==> src/rtl/rv32i_multicycle_ctrl.sv <==
// rv32i_multicycle_ctrl: multi-cycle RV32I control path.
// Owns PC, IR and old-PC. Sequences fetch/decode/execute/memory/writeback over a
// single shared req/ready memory port, and raises traps for misaligned fetch,
// misaligned data, bus timeout and illegal opcodes.
// Optional: define PERF_COUNTERS_EN to add cycle_count/instret_count outputs.
module rv32i_multicycle_ctrl #(
  parameter logic [31:0] RESET_PC    = 32'h0000_0000,
  parameter int unsigned MEM_TIMEOUT = 15
) (
  input  logic        clk,
  input  logic        reset,
  output logic        mem_req,
  output logic        mem_we,
  output logic [3:0]  mem_wstrb,
  output logic [31:0] mem_addr,
  output logic [31:0] mem_wdata,
  input  logic [31:0] mem_rdata,
  input  logic        mem_ready,
  output logic [31:0] instr,
  output logic [31:0] pc,
  output logic [31:0] old_pc,
  input  logic [31:0] alu_result,
  input  logic [31:0] rs2_data,
  input  logic        branch_taken,
  output logic        alu_src_a,
  output logic        alu_src_b,
  output logic        reg_write,
  output logic [1:0]  wb_sel,
  output logic [31:0] load_data,
  output logic        halted,
  output logic [1:0]  trap_cause
`ifdef PERF_COUNTERS_EN
  ,
  output logic [63:0] cycle_count,
  output logic [63:0] instret_count
`endif
);

  typedef enum logic [2:0] {IDLE, FETCH, DECODE, EXEC, MEM, WB, TRAP} state_t;

  localparam logic [7:0] TO_LAST = 8'(MEM_TIMEOUT - 1);

  state_t      state, state_nxt;
  logic [1:0]  cause_nxt;
  logic [31:0] addr_q;
  logic [7:0]  wait_cnt;

  // Opcode decode from the instruction register
  logic is_lui, is_auipc, is_jal, is_jalr, is_branch, is_load, is_store, is_opimm, is_op;
  logic known, misal;
  assign is_lui    = instr[6:0] == 7'b0110111;
  assign is_auipc  = instr[6:0] == 7'b0010111;
  assign is_jal    = instr[6:0] == 7'b1101111;
  assign is_jalr   = instr[6:0] == 7'b1100111;
  assign is_branch = instr[6:0] == 7'b1100011;
  assign is_load   = instr[6:0] == 7'b0000011;
  assign is_store  = instr[6:0] == 7'b0100011;
  assign is_opimm  = instr[6:0] == 7'b0010011;
  assign is_op     = instr[6:0] == 7'b0110011;

  // Loads allow B/H/W/BU/HU, stores B/H/W; other funct3 codes are illegal.
  assign known = is_lui | is_auipc | is_jal | is_jalr | is_branch | is_opimm | is_op |
                 (is_load  & (instr[13:12] != 2'b11) & !(instr[14] & instr[13])) |
                 (is_store & (instr[13:12] != 2'b11) & !instr[14]);

  assign misal = (instr[13:12] == 2'b01 && addr_q[0]) ||
                 (instr[13:12] == 2'b10 && addr_q[1:0] != 2'b00);

  // a=old_pc for PC-relative targets; b=imm everywhere except register-register ops
  // (branch targets are old_pc+imm; the compare itself arrives on branch_taken).
  assign alu_src_a = is_auipc | is_jal | is_branch;
  assign alu_src_b = !is_op;
  assign wb_sel    = is_lui ? 2'b00 : (is_jal | is_jalr) ? 2'b10 : is_load ? 2'b11 : 2'b01;
  assign halted    = state == TRAP;

  // Load lane extraction with sign/zero extension
  logic [31:0] rd_sh, ld_ext;
  always_comb begin
    rd_sh = mem_rdata >> {addr_q[1:0], 3'b000};
    case (instr[14:12])
      3'b000:  ld_ext = {{24{rd_sh[7]}}, rd_sh[7:0]};
      3'b001:  ld_ext = {{16{rd_sh[15]}}, rd_sh[15:0]};
      3'b100:  ld_ext = {24'b0, rd_sh[7:0]};
      3'b101:  ld_ext = {16'b0, rd_sh[15:0]};
      default: ld_ext = rd_sh;
    endcase
  end

  // Next state, trap cause and bus/regfile strobes
  always_comb begin
    state_nxt = state;
    cause_nxt = trap_cause;
    mem_req   = 1'b0;
    mem_we    = 1'b0;
    mem_wstrb = 4'b0000;
    mem_addr  = 32'h0;
    mem_wdata = 32'h0;
    reg_write = 1'b0;
    case (state)
      IDLE: state_nxt = FETCH;
      FETCH: begin
        if (pc[1:0] != 2'b00) begin
          state_nxt = TRAP;
          cause_nxt = 2'b01;
        end else begin
          mem_req  = 1'b1;
          mem_addr = {pc[31:2], 2'b00};
          if (mem_ready) state_nxt = DECODE;
          else if (wait_cnt == TO_LAST) begin
            state_nxt = TRAP;
            cause_nxt = 2'b11;
          end
        end
      end
      DECODE: begin
        if (known) state_nxt = EXEC;
        else begin
          state_nxt = TRAP;
          cause_nxt = 2'b11;
        end
      end
      EXEC: begin
        if (is_branch) state_nxt = FETCH;
        else if (is_load | is_store) state_nxt = MEM;
        else state_nxt = WB;
      end
      MEM: begin
        // Misaligned data is trapped before any request reaches the bus.
        if (misal) begin
          state_nxt = TRAP;
          cause_nxt = 2'b10;
        end else begin
          mem_req  = 1'b1;
          mem_addr = {addr_q[31:2], 2'b00};
          if (is_store) begin
            mem_we = 1'b1;
            case (instr[13:12])
              2'b00: begin
                mem_wstrb = 4'b0001 << addr_q[1:0];
                mem_wdata = {24'b0, rs2_data[7:0]} << {addr_q[1:0], 3'b000};
              end
              2'b01: begin
                mem_wstrb = 4'b0011 << addr_q[1:0];
                mem_wdata = {16'b0, rs2_data[15:0]} << {addr_q[1:0], 3'b000};
              end
              default: begin
                mem_wstrb = 4'b1111;
                mem_wdata = rs2_data;
              end
            endcase
          end
          if (mem_ready) state_nxt = is_load ? WB : FETCH;
          else if (wait_cnt == TO_LAST) begin
            state_nxt = TRAP;
            cause_nxt = 2'b11;
          end
        end
      end
      WB: begin
        reg_write = 1'b1;
        state_nxt = FETCH;
      end
      TRAP: ;
      default: state_nxt = IDLE;
    endcase
  end

  // State, architectural registers and bus wait counter
  always_ff @(posedge clk or posedge reset) begin
    if (reset) begin
      state      <= IDLE;
      pc         <= RESET_PC;
      instr      <= 32'h0;
      old_pc     <= 32'h0;
      addr_q     <= 32'h0;
      load_data  <= 32'h0;
      trap_cause <= 2'b00;
      wait_cnt   <= 8'h0;
    end else begin
      state      <= state_nxt;
      trap_cause <= cause_nxt;
      // Any state change clears the counter, so each FETCH/MEM entry starts at 0.
      if (state_nxt != state) wait_cnt <= 8'h0;
      else if (mem_req) wait_cnt <= wait_cnt + 8'h1;
      case (state)
        FETCH: if (mem_req && mem_ready) begin
          instr  <= mem_rdata;
          old_pc <= pc;
          pc     <= pc + 32'd4;
        end
        EXEC: begin
          if (is_branch && branch_taken) pc <= alu_result;
          if (is_jal || is_jalr) pc <= alu_result & ~32'h1;
          if (is_load || is_store) addr_q <= alu_result;
        end
        MEM: if (mem_req && mem_ready && is_load) load_data <= ld_ext;
        default: ;
      endcase
    end
  end

`ifdef PERF_COUNTERS_EN
  // Free-running cycle and retired-instruction counters
  always_ff @(posedge clk or posedge reset) begin
    if (reset) begin
      cycle_count   <= 64'h0;
      instret_count <= 64'h0;
    end else begin
      if (state != TRAP) cycle_count <= cycle_count + 64'h1;
      if ((state == WB) || (state == EXEC && is_branch) ||
          (state == MEM && is_store && mem_req && mem_ready))
        instret_count <= instret_count + 64'h1;
    end
  end
`endif

endmodule

==> config.mk <==
export PLATFORM = sky130hd
export DESIGN_NAME = rv32i_multicycle_ctrl
export DESIGN_NICKNAME = d
export VERILOG_FILES = /design/src/rtl/rv32i_multicycle_ctrl.sv
export SDC_FILE = /design/constraint.sdc
export NUM_CORES = 1
export LEC_CHECK = 0
export ABC_AREA = 1
export CELL_PAD_IN_SITES_DETAIL_PLACEMENT = 0
export CELL_PAD_IN_SITES_GLOBAL_PLACEMENT = 1
export CORE_ASPECT_RATIO = 0.7
export CORE_MARGIN = 2
export CORE_UTILIZATION = 33
export DETAILED_ROUTE_END_ITERATION = 6
export GPL_TIMING_DRIVEN = 0
export PLACE_DENSITY = 0.81
export RECOVER_POWER = 50
export REMOVE_ABC_BUFFERS = 1
export SLEW_MARGIN = 20
export SYNTH_ARGS = -nofsm -noshare
export SYNTH_HDL_FRONTEND = slang
export SYNTH_SLANG_ARGS = --single-unit
==> constraint.sdc <==
create_clock -name clk -period 6.1 [get_ports clk]
set_input_delay 0.61 -clock clk [delete_from_list [all_inputs] [get_ports clk]]
set_output_delay 0.61 -clock clk [all_outputs]
set_load 0.01 [all_outputs]
-- Word level (Yosys, flattened, before mapping)
Index checks and enable logic that the tools add are counted.
- add/subtract/negate cells: 2
- mux-type cells: 44
- eq/ne operators: 26
- shift-type cells: 5
- reductions and logical operators: 25
- bitwise operators: 17
- operators with widths (operator ; count):
    2-to-1 mux 32 bit ; 8
    one-hot mux 32 bit (2 select lines) ; 3
    one-hot mux 32 bit (4 select lines) ; 1
    adder 32 x 3 -> 32 bit (second input constant) ; 1
    << shifter 16 x 5 -> 32 bit ; 1
    << shifter 8 x 5 -> 32 bit ; 1
    right shift 32 x 5 -> 32 bit ; 1
    2-to-1 mux 3 bit ; 8
    equality test 7 x 6 -> 1 bit (second input constant) ; 3
    equality test 7 bit (second input constant) ; 3
    one-hot mux 3 bit (6 select lines) ; 1
    2-to-1 mux 2 bit ; 8
    2-to-1 mux 8 bit ; 2
    equality test 3 bit (second input constant) ; 5
    equality test 7 x 5 -> 1 bit (second input constant) ; 2
    2-to-1 mux 4 bit ; 3
    bitwise OR 1 bit ; 12
    adder 8 x 1 -> 8 bit (second input constant) ; 1
    equality test 8 x 4 -> 1 bit (second input constant) ; 1
    one-hot mux 4 bit (2 select lines) ; 1
    AND reduction 2 bit ; 4
    nonzero test 2 bit ; 4
    equality test 7 x 2 -> 1 bit (second input constant) ; 1
    2-to-1 mux 1 bit ; 7
    20 further kinds ; 37
- word-level logic and storage cells: 127
- register bits after elaboration: 173
- output and inout port bits: 206
- input bits: 100

-- Longest topological paths before layout
Gate-level depths: netlist of the first run.
- depth after elaboration: 13
- depth in mapped cells: 14

-- Worst setup path before layout of the first run
OpenSTA, ideal clock, no wires.
- path kind: register -> output
- from: register state[0]
- to: output port mem_wdata[0]
- data arrival time: 1.737 ns
- stages on the path, launching flop included: 12
- setup slack: 3.753 ns
- data required time: 5.490 ns
- buffers on the path: 2
- cell sequence: dfrtp_1 -> buf_2 -> inv_2 -> nand3_4 -> inv_2 -> nand3_2 -> inv_2 -> nand2_1 -> clkbuf_1 -> nor2_1 -> inv_1 -> nor2_1
- word-level cells in the longest chain between the ends: 2
- RTL lines (element ; RTL line ; RTL):
    start, declared ; 43 ; state_t state, state_nxt;
    start signal, assigned ; 180 ; state <= state_nxt;
    equality test 3 bit ; 99 ; case (state)
    2-to-1 mux 32 bit ; 99 ;
    end, declared ; 16 ; output logic [31:0] mem_wdata,
Every way passes these cells.

-- Worst setup path after layout of the first run
- from: register addr_q[1]
- to: output port mem_wstrb[3]
- word-level cells in the longest chain between the ends: 5
- RTL lines (element ; RTL line ; RTL):
    start, declared ; 45 ; logic [31:0] addr_q;
    start signal, assigned ; 194 ; if (is_load || is_store) addr_q <= alu_result;
    << shifter 2 x 2 -> 4 bit (tied with other cells) ; 143 ; mem_wstrb = 4'b0011 << addr_q[1:0];
    one-hot mux 4 bit (2 select lines) or logical AND 1 bit (tied branches) ; 137, 67 ;
    2-to-1 mux 4 bit or logical OR 1 bit (tied branches) ; 135, 66 ;
    2-to-1 mux 4 bit (*) ; 129 ; if (misal) begin
    2-to-1 mux 4 bit (*) ; 99 ;
    end, declared ; 14 ; output logic [3:0] mem_wstrb,
Every way passes the cells marked *; elsewhere a longest branch is shown, timed or not.

==> metrics.txt, run 1 <==
status=finished, violations left; violated checks=max-capacitance violations, max-slew violations; DIE AREA=30300 um2; number of gates resized after CTS=0; Final Worst Setup Slack=0.969 ns; Max rail drop VDD=0.000268 V; DRT antenna net count=0; most common flop cell mapped by yosys=dfrtp_1; Cell Chain, Critical Path=inv_1, nand2_1, nand2_1, nand3_2, inv_2, nand2_1, clkinv_1, nand2_1, nor2_1, clkdlybuf4s50_1; Hold Path Class=reg2reg; Cells after DPL=1935; core area=28700 um2; Slew headroom=-1.56; post-route cell area=13600 um2; first-pass GRT wire length=54400 um; share of cells above drive strength 1=0.0472; Mapped Cells=1312; GRT overflow=0; fmax=195 MHz; post-DP HPWL=25100 um; Setup TNS Final=0 ns; total power=6.16 mW; vias in the first global route=9366; highest-delay cell along the critical path=inv_1; Starting Density=0.333; hold buffer count at cts=0; # setup viols final=0; initial antenna violation count=1; drt pass-1 iters=5; crit-path max cell delay=0.72 ns; critical path launch point type=flip-flop; fin util=0.474; largest net degree at the start of global routing=127; critical path's most frequent cell=nand2_1; dpl cell area=12900 um2; RSZ-0062 raised after global routing=false; pwr dens=453 nW/um2; Antenna diodes=0; WL/cell=17.6 um; hold slack=0.473 ns; Die Wd=207 um; GPL Wtd Cong=0.856; Die Height=146 um; CTS max path bufs=2; root buf cell=clkbuf_16; # nets final=1679; Final Skew=0.0123 ns; initial DRC count=701; Post-synth EDFFs=0; Netlist cell types=38; Yosys warning count=0; area delta synth->final=42.4%; number of synthesized register bits=173; gr usage total=0.228; CTS tree=yes; sequential share of the synthesized area=0.453; H-tree depth=4; Static Leak=6.32 nW; kind of critical path=reg2out; CTS buffer count=17; Rows=52; Post-synth ARST share=1.00; Final Hold Vio Count=0; Post-Syn Area=9550 um2; setup bufs post-CTS=0; min cycle time layout=5.13 ns; Least-Margin Pin Slew=3.82 ns; Clock Pin Slew Worst Setup and Hold Paths=0.07 ns; WL final=34500 um; IO Pins=306; post-route insts no fill=1967; vias per inst=4.97; drt drc=0; input/output buffers=303; Fillers=2870; crit-path max FO=31; synthesized area per cell=7.28 um2; Worst-Skew Late Latency=0.44 ns; detailed-route via count=9775; CP required=5.49 ns; # clock sinks=173; Worst Path Arrival=4.52 ns; Pins Over Slew Limit=81; CP endpoint kind=output pin; max_cap viols=1; period utilization=0.841; Post-Place Setup Slack=1.35 ns
==> final cells by class <==
type / count / area, um2 / area share
Multi-Input combinational cell: 899 / 4300 / 0.316
Tap cell: 378 / 473 / 0.0348
Sequential cell: 173 / 4330 / 0.318
Inverter: 175 / 658 / 0.0484
Timing Repair Buffer: 310 / 3150 / 0.231
Clock buffer: 18 / 439 / 0.0323
Clock inverter: 14 / 251 / 0.0185
==> cells by family (layout without fill, tap and decap cells) <==
group,count (synthesis),count (layout),synth area share
AND/OR/NAND/NOR,538,538,0.230
AO/OA/AOI/OAI,323,323,0.181
buffers and inverters,241,517,0.0985
flip-flops,173,173,0.453
XOR/XNOR,25,25,0.0229
multiplexers,8,8,0.00943
adder cells (fa/ha/maj),3,3,0.00393
other,1,2,0.000393
==> synth_stat cells, drive strengths merged (3+ instances only) <==
cell,count,share of area
inv,173,0.068
a21oi,34,0.018
a31oi,32,0.021
nand3,40,0.024
nor2,117,0.047
a22oi,5,0.0039
o211ai,11,0.0086
mux2,8,0.0094
clkbuf,37,0.015
o22ai,12,0.0079
buf,29,0.015
dfrtp,173,0.45
nand2,338,0.13
ha,3,0.0039
nor3,33,0.017
nand4,8,0.0052
xor2,23,0.021
o21ai,223,0.12
==> power breakdown <==
group          internal, mW  leakage [nW]  total, mW  switching [mW]
sequential             1.54          2.04       1.94           0.402
combinational          1.21          3.94       2.92            1.71
clock                 0.791         0.334       1.31           0.515
==> registers in the layout, indices dropped and copies added, names as in the netlist <==
register / flops
addr_q: 32
instr: 32
load_data: 32
old_pc: 32
pc: 32
state: 3
trap_cause: 2
wait_cnt: 8
==> metal layers <==
layer / wire length, um / vias to the layer above / track usage / share of wire
met2: 14800 / 294 / 0.329 / 0.43
met4: 811 / 0 / 0.0711 / 0.023
met3: 2080 / 50 / 0.0482 / 0.060
met5: 0 / - / 0 / 0
met1: 16800 / 4650 / 0.339 / 0.49
li1: - / 4781 / - / -
==> final timing paths <==
path / from / endpoint / slack, ns / cells after the start
worst max register to register: addr_q[1] / pc[9] / 2.06 / 11
max in group asynchronous: reset / addr_q[0] / 2.41 / 2
worst min-delay path: old_pc[0] / old_pc[0] / 0.47 / 2
worst min register to register: old_pc[0] / old_pc[0] / 0.47 / 2
min in group asynchronous: reset / old_pc[6] / 1.77 / 2
worst max-delay path: addr_q[1] / mem_wstrb[3] / 0.97 / 10
==> worst max-delay path: cells and delay by family (launching register included) <==
family,cells,cell delay [ns]
simple gates,6,1.13
buf+inv,4,2.27
flops,1,0.64
==> cell usage in the layout, fill, tap and decap left out, types with 5 or more instances in the layout <==
cell type / instances
nand2_1: 333
nor2_1: 115
dlygate4sd3_1: 102
nor3_1: 33
inv_6: 5
o21ai_0: 199
dfrtp_1: 170
xor2_1: 23
mux2_2: 7
clkbuf_16: 17
a31oi_1: 32
nand4_1: 8
clkdlybuf4s50_1: 201
inv_1: 160
nand3_1: 36
o211ai_1: 11
o22ai_1: 12
bufinv_16: 6
a22oi_1: 5
o21ai_1: 24
inv_2: 12
a21oi_1: 34
(Power assumes the default switching activity.)
==> run 2, diff against run 1 <==
==> constraint.sdc (replaced) <==
create_clock -name clk -period 5.04 [get_ports clk]
set_input_delay 0.504 -clock clk [delete_from_list [all_inputs] [get_ports clk]]
set_output_delay 0.504 -clock clk [all_outputs]
set_load 0.01 [all_outputs]
==> run 2 against run 1 <==
Compared with the run above:
- the flow still finishes with violations (max-capacitance violations, max-slew violations)
- global-route usage unchanged
- die area unchanged
- clock power up 21%
- non-clock buffer count unchanged
- critical path type unchanged
- largest cell class unchanged
==> metrics.txt, run 2 (synthesis results as in run 1) <==
core area=28700 um2 (unchanged); gr usage total=0.228 (unchanged); CTS buffer count=17 (unchanged); post-route insts no fill=1967 (unchanged); Clock Pin Slew Worst Setup and Hold Paths=0.07 ns (about the same); initial antenna violation count=1 (unchanged); drt pass-1 iters=5 (unchanged); Max rail drop VDD=0.000325 V (+21%); CP endpoint kind=output pin; Rows=52 (unchanged); hold slack=0.473 ns (+0.000125 ns); H-tree depth=4 (unchanged); post-DP HPWL=25100 um (unchanged); GRT overflow=0 (unchanged); GPL Wtd Cong=0.856 (unchanged); input/output buffers=303 (unchanged); DIE AREA=30300 um2 (unchanged); Hold Path Class=reg2reg; Final Hold Vio Count=0 (unchanged); crit-path max FO=31 (unchanged); R2R depth=11 (unchanged); Die Wd=207 um (unchanged); Least-Margin Pin Slew=3.30 ns (-0.524 ns); # clock sinks=173 (unchanged); root buf cell=clkbuf_16; Worst Path Arrival=4.22 ns (-0.30 ns); most frequent cells in the layout=nand2_1, clkdlybuf4s50_1, o21ai_0; Final Skew=0.0123 ns (+0.00000390 ns); WL final=34500 um (about the same); kind of critical path=reg2out; WL/cell=17.6 um (about the same); Antenna diodes=0 (unchanged); dpl cell area=12900 um2 (unchanged); largest net degree at the start of global routing=127 (unchanged); CTS tree=yes; Pins Over Slew Limit=81 (unchanged); Die Height=146 um (unchanged); Static Leak=6.32 nW (about the same); fin util=0.474 (about the same); vias per inst=4.96 (about the same); CTS max path bufs=2 (unchanged); vias in the first global route=9366 (unchanged); pwr dens=548 nW/um2 (+21%); # nets final=1679 (unchanged); Slew headroom=-1.20 (+0.361); min cycle time layout=4.73 ns; detailed-route via count=9766 (-0.092%); Starting Density=0.333 (unchanged); CP required=4.54 ns (-0.95 ns); max_cap viols=1 (unchanged); fmax=211 MHz; area delta synth->final=42.4% (about the same); drt drc=0 (unchanged); Cells after DPL=1935 (unchanged); initial DRC count=700 (-0.14%); Min-Delay Path Depth=2 (unchanged); critical path launch point type=flip-flop; hold buffer count at cts=0 (unchanged); DRT antenna net count=0 (unchanged); first-pass GRT wire length=54400 um (unchanged); violated checks=max-capacitance violations, max-slew violations; status=finished, violations left; post-route cell area=13600 um2 (about the same); commonest non-fill, non-tap cell in the layout=nand2_1; share of cells above drive strength 1=0.0472 (unchanged); Worst-Skew Late Latency=0.44 ns (about the same); period utilization=0.938; # setup viols final=0 (unchanged); IO Pins=306 (unchanged); RSZ-0062 raised after global routing=false
[run 2: where the power goes]
| part | switching [mW] | leakage [nW] | internal [mW] |
|---|---|---|---|
| registers | 0.488 | 2.04 | 1.86 |
| logic | 2.07 | 3.94 | 1.47 |
| clock network | 0.623 | 0.334 | 0.957 |
| total | 3.18 | 6.32 | 4.28 |
[run 2: critical path, cell delays in order (launching register included)]
cell	delay, ns
dfrtp_2	0.64
inv_2	0.46
nand2_1	0.13
nand2_1	0.14
nand3_2	0.14
inv_2	0.53
nand2_1	0.45
clkinv_1	0.46
nand2_1	0.12
nor2_1	0.11
clkdlybuf4s50_1	0.56
[run 2: worst paths after layout]
check,from,end,slack [ns]
worst max-delay path,addr_q[1],mem_wstrb[3],0.31
worst min-delay path,old_pc[0],old_pc[0],0.47
worst max register to register,state[2],pc[9],1.28
worst min register to register,old_pc[0],old_pc[0],0.47
max in group asynchronous,reset,addr_q[0],1.19
min in group asynchronous,reset,old_pc[6],1.73
[run 2: stage by stage]
step           total power [mW]  setup TNS (ns)  setup slack (ns)
3_3_place_gp               5.94         -546.95             -2.97
3_5_place_dp               6.00               0             0.392
5_1_grt                    8.00               0           0.00953
4_1_cts                    7.62               0             0.127
6_report                   7.46               0             0.312
2_1_floorplan              4.07          -26.38            -0.152
[run 2: repair_timing]
item	CTS	global route
resized for setup	1	0
setup endpoints to repair	18	0
buffers inserted	0	0
[run 2: routing by layer]
layer / share of wire / vias to the layer above / track usage
met5: 0 / - / 0
met4: 0.023 / 0 / 0.0711
met3: 0.060 / 50 / 0.0482
met2: 0.43 / 297 / 0.329
met1: 0.49 / 4637 / 0.339
li1: - / 4782 / -
[run 2: area by class of cell]
type | count | area (um2)
clock buffers | 18 | 439
clock inverters | 14 | 251
fillers | 2870 | 15100
inverters | 175 | 657
multi-input cells | 899 | 4300
flip-flops and latches | 173 | 4330
well taps | 378 | 473
repair buffers | 310 | 3150
